$ cat config.mk
export PLATFORM = sky130hd
export DESIGN_NAME = shiftreg_burst
export DESIGN_NICKNAME = d
export VERILOG_FILES = /design/src/rtl/shiftreg_burst.sv
export SDC_FILE = /design/constraint.sdc
export NUM_CORES = 1
export LEC_CHECK = 0
export BUFFER_PORTS_ARGS = -buffer_cell sky130_fd_sc_hd__buf_2
export CORE_MARGIN = 1
export CORE_UTILIZATION = 59
export DETAILED_ROUTE_END_ITERATION = 10
export PLACE_DENSITY = 0.84
export SYNTH_ARGS = -nofsm -noshare
export SYNTH_HDL_FRONTEND = slang
export SYNTH_SLANG_ARGS = --single-unit
$ cat constraint.sdc
create_clock -name clk -period 3.35 [get_ports clk]
set_clock_uncertainty 0.2 [all_clocks]
set_input_delay 0.1675 -clock clk [delete_from_list [all_inputs] [get_ports clk]]
set_output_delay 0.1675 -clock clk [all_outputs]
set_load 0.01 [all_outputs]
$ cat src/rtl/shiftreg_burst.sv
// Parametrised shift register with logical/rotate/arithmetic modes, parallel load,
// serial in/out and a counted burst command under a busy/done handshake.
//
// state | meaning
// IDLE  | single-step shifts on i_shift_enable, accepts load and burst start
// RUN   | burst in progress, shifts with latched config until count reaches zero
module shiftreg_burst #(
  parameter int               WIDTH     = 4,
  parameter logic [WIDTH-1:0] RST_VALUE = 4'b1100,
  parameter int               STEP_W    = 8
) (
  input  logic              clk,
  input  logic              i_ck_rst,
  input  logic              i_shift_enable,
  input  logic              i_shift_dir,
  input  logic [1:0]        i_mode,
  input  logic              i_serial_in,
  input  logic              i_load,
  input  logic [WIDTH-1:0]  i_load_data,
  input  logic              i_start,
  input  logic [STEP_W-1:0] i_steps,
  output logic [WIDTH-1:0]  o_shiftreg,
  output logic              o_serial_out,
  output logic              o_busy,
  output logic              o_done
);

  typedef enum logic {
    IDLE = 1'b0,
    RUN  = 1'b1
  } state_t;

  localparam logic [1:0] MODE_LOG  = 2'b00;
  localparam logic [1:0] MODE_ROT  = 2'b01;
  localparam logic [1:0] MODE_ARI  = 2'b10;

  state_t            state, state_nxt;
  logic [WIDTH-1:0]  shreg, shreg_nxt;
  logic              serial_out, serial_out_nxt;
  logic              busy, busy_nxt;
  logic              done, done_nxt;
  logic [STEP_W-1:0] remaining, remaining_nxt;
  logic              cfg_dir, cfg_dir_nxt;
  logic [1:0]        cfg_mode, cfg_mode_nxt;

  logic [WIDTH-1:0]  live_reg, burst_reg;
  logic              live_bit, burst_bit;

  // Returns the shifted register; out_bit is the departing bit, or the held
  // serial_out value when the mode does not shift.
  function automatic logic [WIDTH-1:0] shift_fn(
    input  logic [WIDTH-1:0] r,
    input  logic             dir,
    input  logic [1:0]       mode,
    input  logic             sin,
    input  logic             hold_bit,
    output logic             out_bit
  );
    logic [WIDTH-1:0] res;
    res     = r;
    out_bit = hold_bit;
    case (mode)
      MODE_LOG: begin
        out_bit = dir ? r[0] : r[WIDTH-1];
        res     = dir ? {sin, r[WIDTH-1:1]} : {r[WIDTH-2:0], sin};
      end
      MODE_ROT: begin
        out_bit = dir ? r[0] : r[WIDTH-1];
        res     = dir ? {r[0], r[WIDTH-1:1]} : {r[WIDTH-2:0], r[WIDTH-1]};
      end
      MODE_ARI: begin
        out_bit = dir ? r[0] : r[WIDTH-1];
        res     = dir ? {r[WIDTH-1], r[WIDTH-1:1]} : {r[WIDTH-2:0], 1'b0};
      end
      default: begin
        res     = r;
        out_bit = hold_bit;
      end
    endcase
    return res;
  endfunction

  always_comb begin
    live_bit  = serial_out;
    burst_bit = serial_out;
    live_reg  = shift_fn(shreg, i_shift_dir, i_mode, i_serial_in, serial_out, live_bit);
    burst_reg = shift_fn(shreg, cfg_dir, cfg_mode, i_serial_in, serial_out, burst_bit);
  end

  always_ff @(posedge clk or posedge i_ck_rst) begin
    if (i_ck_rst) begin
      state      <= IDLE;
      shreg      <= RST_VALUE;
      serial_out <= 1'b0;
      busy       <= 1'b0;
      done       <= 1'b0;
      remaining  <= '0;
      cfg_dir    <= 1'b0;
      cfg_mode   <= MODE_LOG;
    end else begin
      state      <= state_nxt;
      shreg      <= shreg_nxt;
      serial_out <= serial_out_nxt;
      busy       <= busy_nxt;
      done       <= done_nxt;
      remaining  <= remaining_nxt;
      cfg_dir    <= cfg_dir_nxt;
      cfg_mode   <= cfg_mode_nxt;
    end
  end

  always_comb begin
    state_nxt      = state;
    shreg_nxt      = shreg;
    serial_out_nxt = serial_out;
    busy_nxt       = busy;
    done_nxt       = 1'b0;
    remaining_nxt  = remaining;
    cfg_dir_nxt    = cfg_dir;
    cfg_mode_nxt   = cfg_mode;

    case (state)
      IDLE: begin
        if (i_load) begin
          shreg_nxt = i_load_data;
        end else if (i_start) begin
          if (i_steps != '0) begin
            state_nxt     = RUN;
            busy_nxt      = 1'b1;
            remaining_nxt = i_steps;
            cfg_dir_nxt   = i_shift_dir;
            cfg_mode_nxt  = i_mode;
          end else begin
            done_nxt = 1'b1;
          end
        end else if (i_shift_enable) begin
          shreg_nxt      = live_reg;
          serial_out_nxt = live_bit;
        end
      end
      RUN: begin
        if (i_load) begin
          // Load aborts the burst silently: no done pulse.
          shreg_nxt     = i_load_data;
          state_nxt     = IDLE;
          busy_nxt      = 1'b0;
          remaining_nxt = '0;
        end else if (i_shift_enable) begin
          shreg_nxt      = burst_reg;
          serial_out_nxt = burst_bit;
          remaining_nxt  = remaining - 1'b1;
          if (remaining == {{(STEP_W-1){1'b0}}, 1'b1}) begin
            state_nxt = IDLE;
            busy_nxt  = 1'b0;
            done_nxt  = 1'b1;
          end
        end
      end
      default: begin
        state_nxt = IDLE;
        busy_nxt  = 1'b0;
      end
    endcase
  end

  assign o_shiftreg   = shreg;
  assign o_serial_out = serial_out;
  assign o_busy       = busy;
  assign o_done       = done;

endmodule

==> key figures <==
Status
  – Outcome: complete, but fails checks
  – Failing checks: hold timing

Placement
  – DP Wirelength: 2560 microns
  – PortBufs: 27
  – Area after DPL: 1580 sq um
  – RePlAce Congestion: 0.985

Synth
  – Cell area after synthesis: 1450 sq um
  – Net Count, Synth: 190
  – Synth area leaders: dfrtp_1 29%, ha_1 8.6%, inv_1 4.1%, dfstp_2 3.6%, mux2i_1 3.5%
  – Yosys cell types: 48
  – Post-Syn Instances: 159
  – Mean post-synth cell area: 9.12 sq um
  – Seq/Total Area, Yosys: 33.0%
  – Flip-flop and latch count after synthesis: 19
  – Yosys warnings: 0
  – Synth area leader: dfrtp_1
  – Synth top area share: 29.3%

Clock network
  – CTS tree: yes
  – Clock Sinks: 19
  – Root buffer cell: clkbuf_4
  – Cts bufs inserted: 3
  – H-tree levels: 1
  – Reg clk slew, reported paths: 120 ps
  – Clock latency on the worst-skew pair: 300 ps
  – Max Buffers Root-to-Sink: 2
  – Post-CTS Setup Repair Bufs: 0

Route
  – Vias/cell: 6.23
  – Final WL: 3520 microns
  – Post-DR wirelength/cell: 15.9 microns
  – DR pass1 iterations: 4
  – Via count: 1377
  – Post-route ant nets: 0
  – Residual DRC: 0
  – Iteration-0 DRC Markers: 58

STA
  – Final setup viols: 0
  – Tcrit/Tclk final: 71.0%
  – Slew headroom: 48.4%
  – Final min period: 2380 ps
  – Fin Setup TNS: 0 ps
  – Hold Vio Cnt, Final: 1
  – Slew Viols, Final: 0
  – Slew @ Worst Pin: 773 ps
  – RSZ-0062 raised after global routing: no
  – Hold_ws: -6.44 ps
  – Fmax: 421 MHz

Worst hold path
  – Hold WC Path Type: primary input to register

Critical path
  – WP data required: 3340 ps
  – CP Buf/Inv Count: 2
  – Critical Path Max Stage Delay: 540 ps
  – Critical path's slowest cell: or4_4
  – Crit path capture type: register
  – CP Max Fanout: 18
  – Startpoint Class: primary input
  – Crit-path cells: dlygate4sd3_1 > buf_2 > or4_4 > o211ai_4 > and2_1 > o22ai_1
  – Delay-heaviest family, CP: simple AND/OR/NAND/NOR gates
  – Worst Path Arrival: 2360 ps
  – CP Class: primary input to register

Global route
  – First-pass GRT wire length: 5850 microns
  – Vias in the first global route: 1264
  – Largest net degree at the start of global routing: 20
  – Remaining Overflow, GRT: 0
  – Total GRT Usage: 30.0%
  – Initial antenna violation count: 0

Floorplan
  – Number of placement rows: 17
  – Initial Util: 64.3%
  – Full die area: 2660 sq um
  – DIE HEIGHT: 51.6 microns
  – IO Pins: 28
  – Core box area: 2250 sq um
  – Die width: 51.6 microns

Final layout
  – Multi-input gate area: 872 sq um
  – Count of antenna diodes in the layout: 0
  – Final Core Density: 75.5%
  – NumNets Final: 225
  – Finished layout cell area: 1700 sq um
  – FF+latch area: 478 sq um
  – Layout cells sized above 1: 22.8%
  – Fill cells: 165
  – Synth-to-Final Area Change: 17.3%

Run
  – Maxcap violations: 0

Power
  – PD cells: 469 nW/um^2
  – Total power: 0.000798 W
  – Max VDD drop: 0.000313 V
  – LEAKAGE: 0.790 nW
-- sequential cells by signal, summed over array words and instances (netlist names) --
signal / cells
remaining: 8
o_shiftreg: 4
cfg_mode: 2
cfg_dir: 1
o_busy: 1
o_done: 1
o_serial_out: 1
state: 1
-- final timing paths --
| check | startpoint | endpoint | slack [ps] | cells after the start |
|---|---|---|---|---|
| worst max-delay path | i_steps[1] | remaining[5]$_DFFE_PP0P_ | 970 | 6 |
| worst min-delay path | i_mode[1] | cfg_mode[1]$_DFFE_PP0P_ | -6 | 3 |
| worst max register to register | state$_DFF_PP0_ | o_shiftreg[2]$_DFFE_PP1P_ | 1130 | 4 |
| worst min register to register | remaining[6]$_DFFE_PP0P_ | remaining[6]$_DFFE_PP0P_ | 330 | 1 |
| max in group asynchronous | i_ck_rst | o_serial_out$_DFFE_PP0P_ | 2140 | 3 |
| min in group asynchronous | i_ck_rst | remaining[3]$_DFFE_PP0P_ | 330 | 3 |
-- cell usage after synthesis (all sizes together) --
cell     instances
a21oi            8
clkinv           1
ha              10
nor4             2
dfstp            2
a221o            1
or4              2
and4             1
or3              1
nand2b           5
and2             1
mux2i            5
o41a             1
a41oi            1
a2bb2oi          1
a21o             1
a222oi           1
nor2            11
and3             1
nand2           10
buf              4
a32oi            2
nor3             3
o21ai            7
o2bb2ai          5
nand3b           2
inv             16
o221ai           1
a211oi           2
nor2b            3
a22oi            4
o2111ai          2
o21bai           1
or2              1
clkbuf           2
a31oi            4
o22ai            3
nand3            4
a221oi           2
dfrtp           17
o211ai           4
mux2             4
-- worst reg2reg max path, cell delays in order (launching register included) --
cell and delay, ps:
dfrtp_1 630, clkinv_1 430, a221oi_4 520, mux2i_1 260
o21ai_0 100
-- what timing repair did --
item	4_1_cts	5_1_grt
hold endpoints to repair	25	0
hold buffers	9	0
resized for setup	0	0
-- through the flow --
stage	instances	setup slack (ps)	hold slack (ps)
after global placement	208	1270	116
after floorplan	159	1580	-82.9
after detailed placement	208	1200	132
after CTS	221	1030	0.139
after global routing	221	896	14.1
final	221	973	-6.44
-- per-layer routing --
metal	share of wire, %	global-route usage [%]	up-vias
li1	-	-	657
met3	7.3	6.73	4
met1	45	42.1	653
met5	0	0	-
met2	46	47.4	63
met4	0.99	5.86	0
-- cells in the final DEF (no fill, tap or decap), types with 2 or more instances in the layout --
cell and instances:
a31oi_1 4, nor4_1 2, o2bb2ai_1 5, nor2b_1 3
nand3b_1 2, nand3_1 4, nand2b_1 5, o211ai_1 3
a32oi_1 2, or4_4 2, ha_1 10, o22ai_1 3
o2111ai_1 2, dlygate4sd3_1 9, buf_2 27, a21oi_1 8
mux2i_1 5, a211oi_1 2, mux2_2 4, nor3_1 3
inv_1 16, dfstp_2 2, nor2_1 11, o21ai_0 5
nand2_1 10, clkbuf_4 3, a22oi_1 4, dfrtp_1 17
-- where the power goes --
group	internal, W	switching, W	leakage [nW]
Combinational	0.000144	0.000181	0.541
Clock	0.0000446	0.0000789	0.0177
Sequential	0.000285	0.0000646	0.231
-- cell families (layout without fill, tap and decap cells) --
family          Yosys count  count (layout)  share of synthesized area, %
fa+ha+maj                10              10                          8.63
simple gates             47              47                          17.1
mux                       9               9                          6.56
buf+inv                  23              57                          6.90
flops                    19              19                          33.0
compound gates           51              51                          27.9
-- layout make-up --
class / count / area share, %
repair buffers: 36 / 13.2
clock buffers: 3 / 1.32
well taps: 28 / 2.06
flip-flops and latches: 19 / 28.1
clock inverters: 1 / 0.294
inverters: 17 / 3.75
multi-input cells: 117 / 51.3
Power figures use the tool's default switching activity.
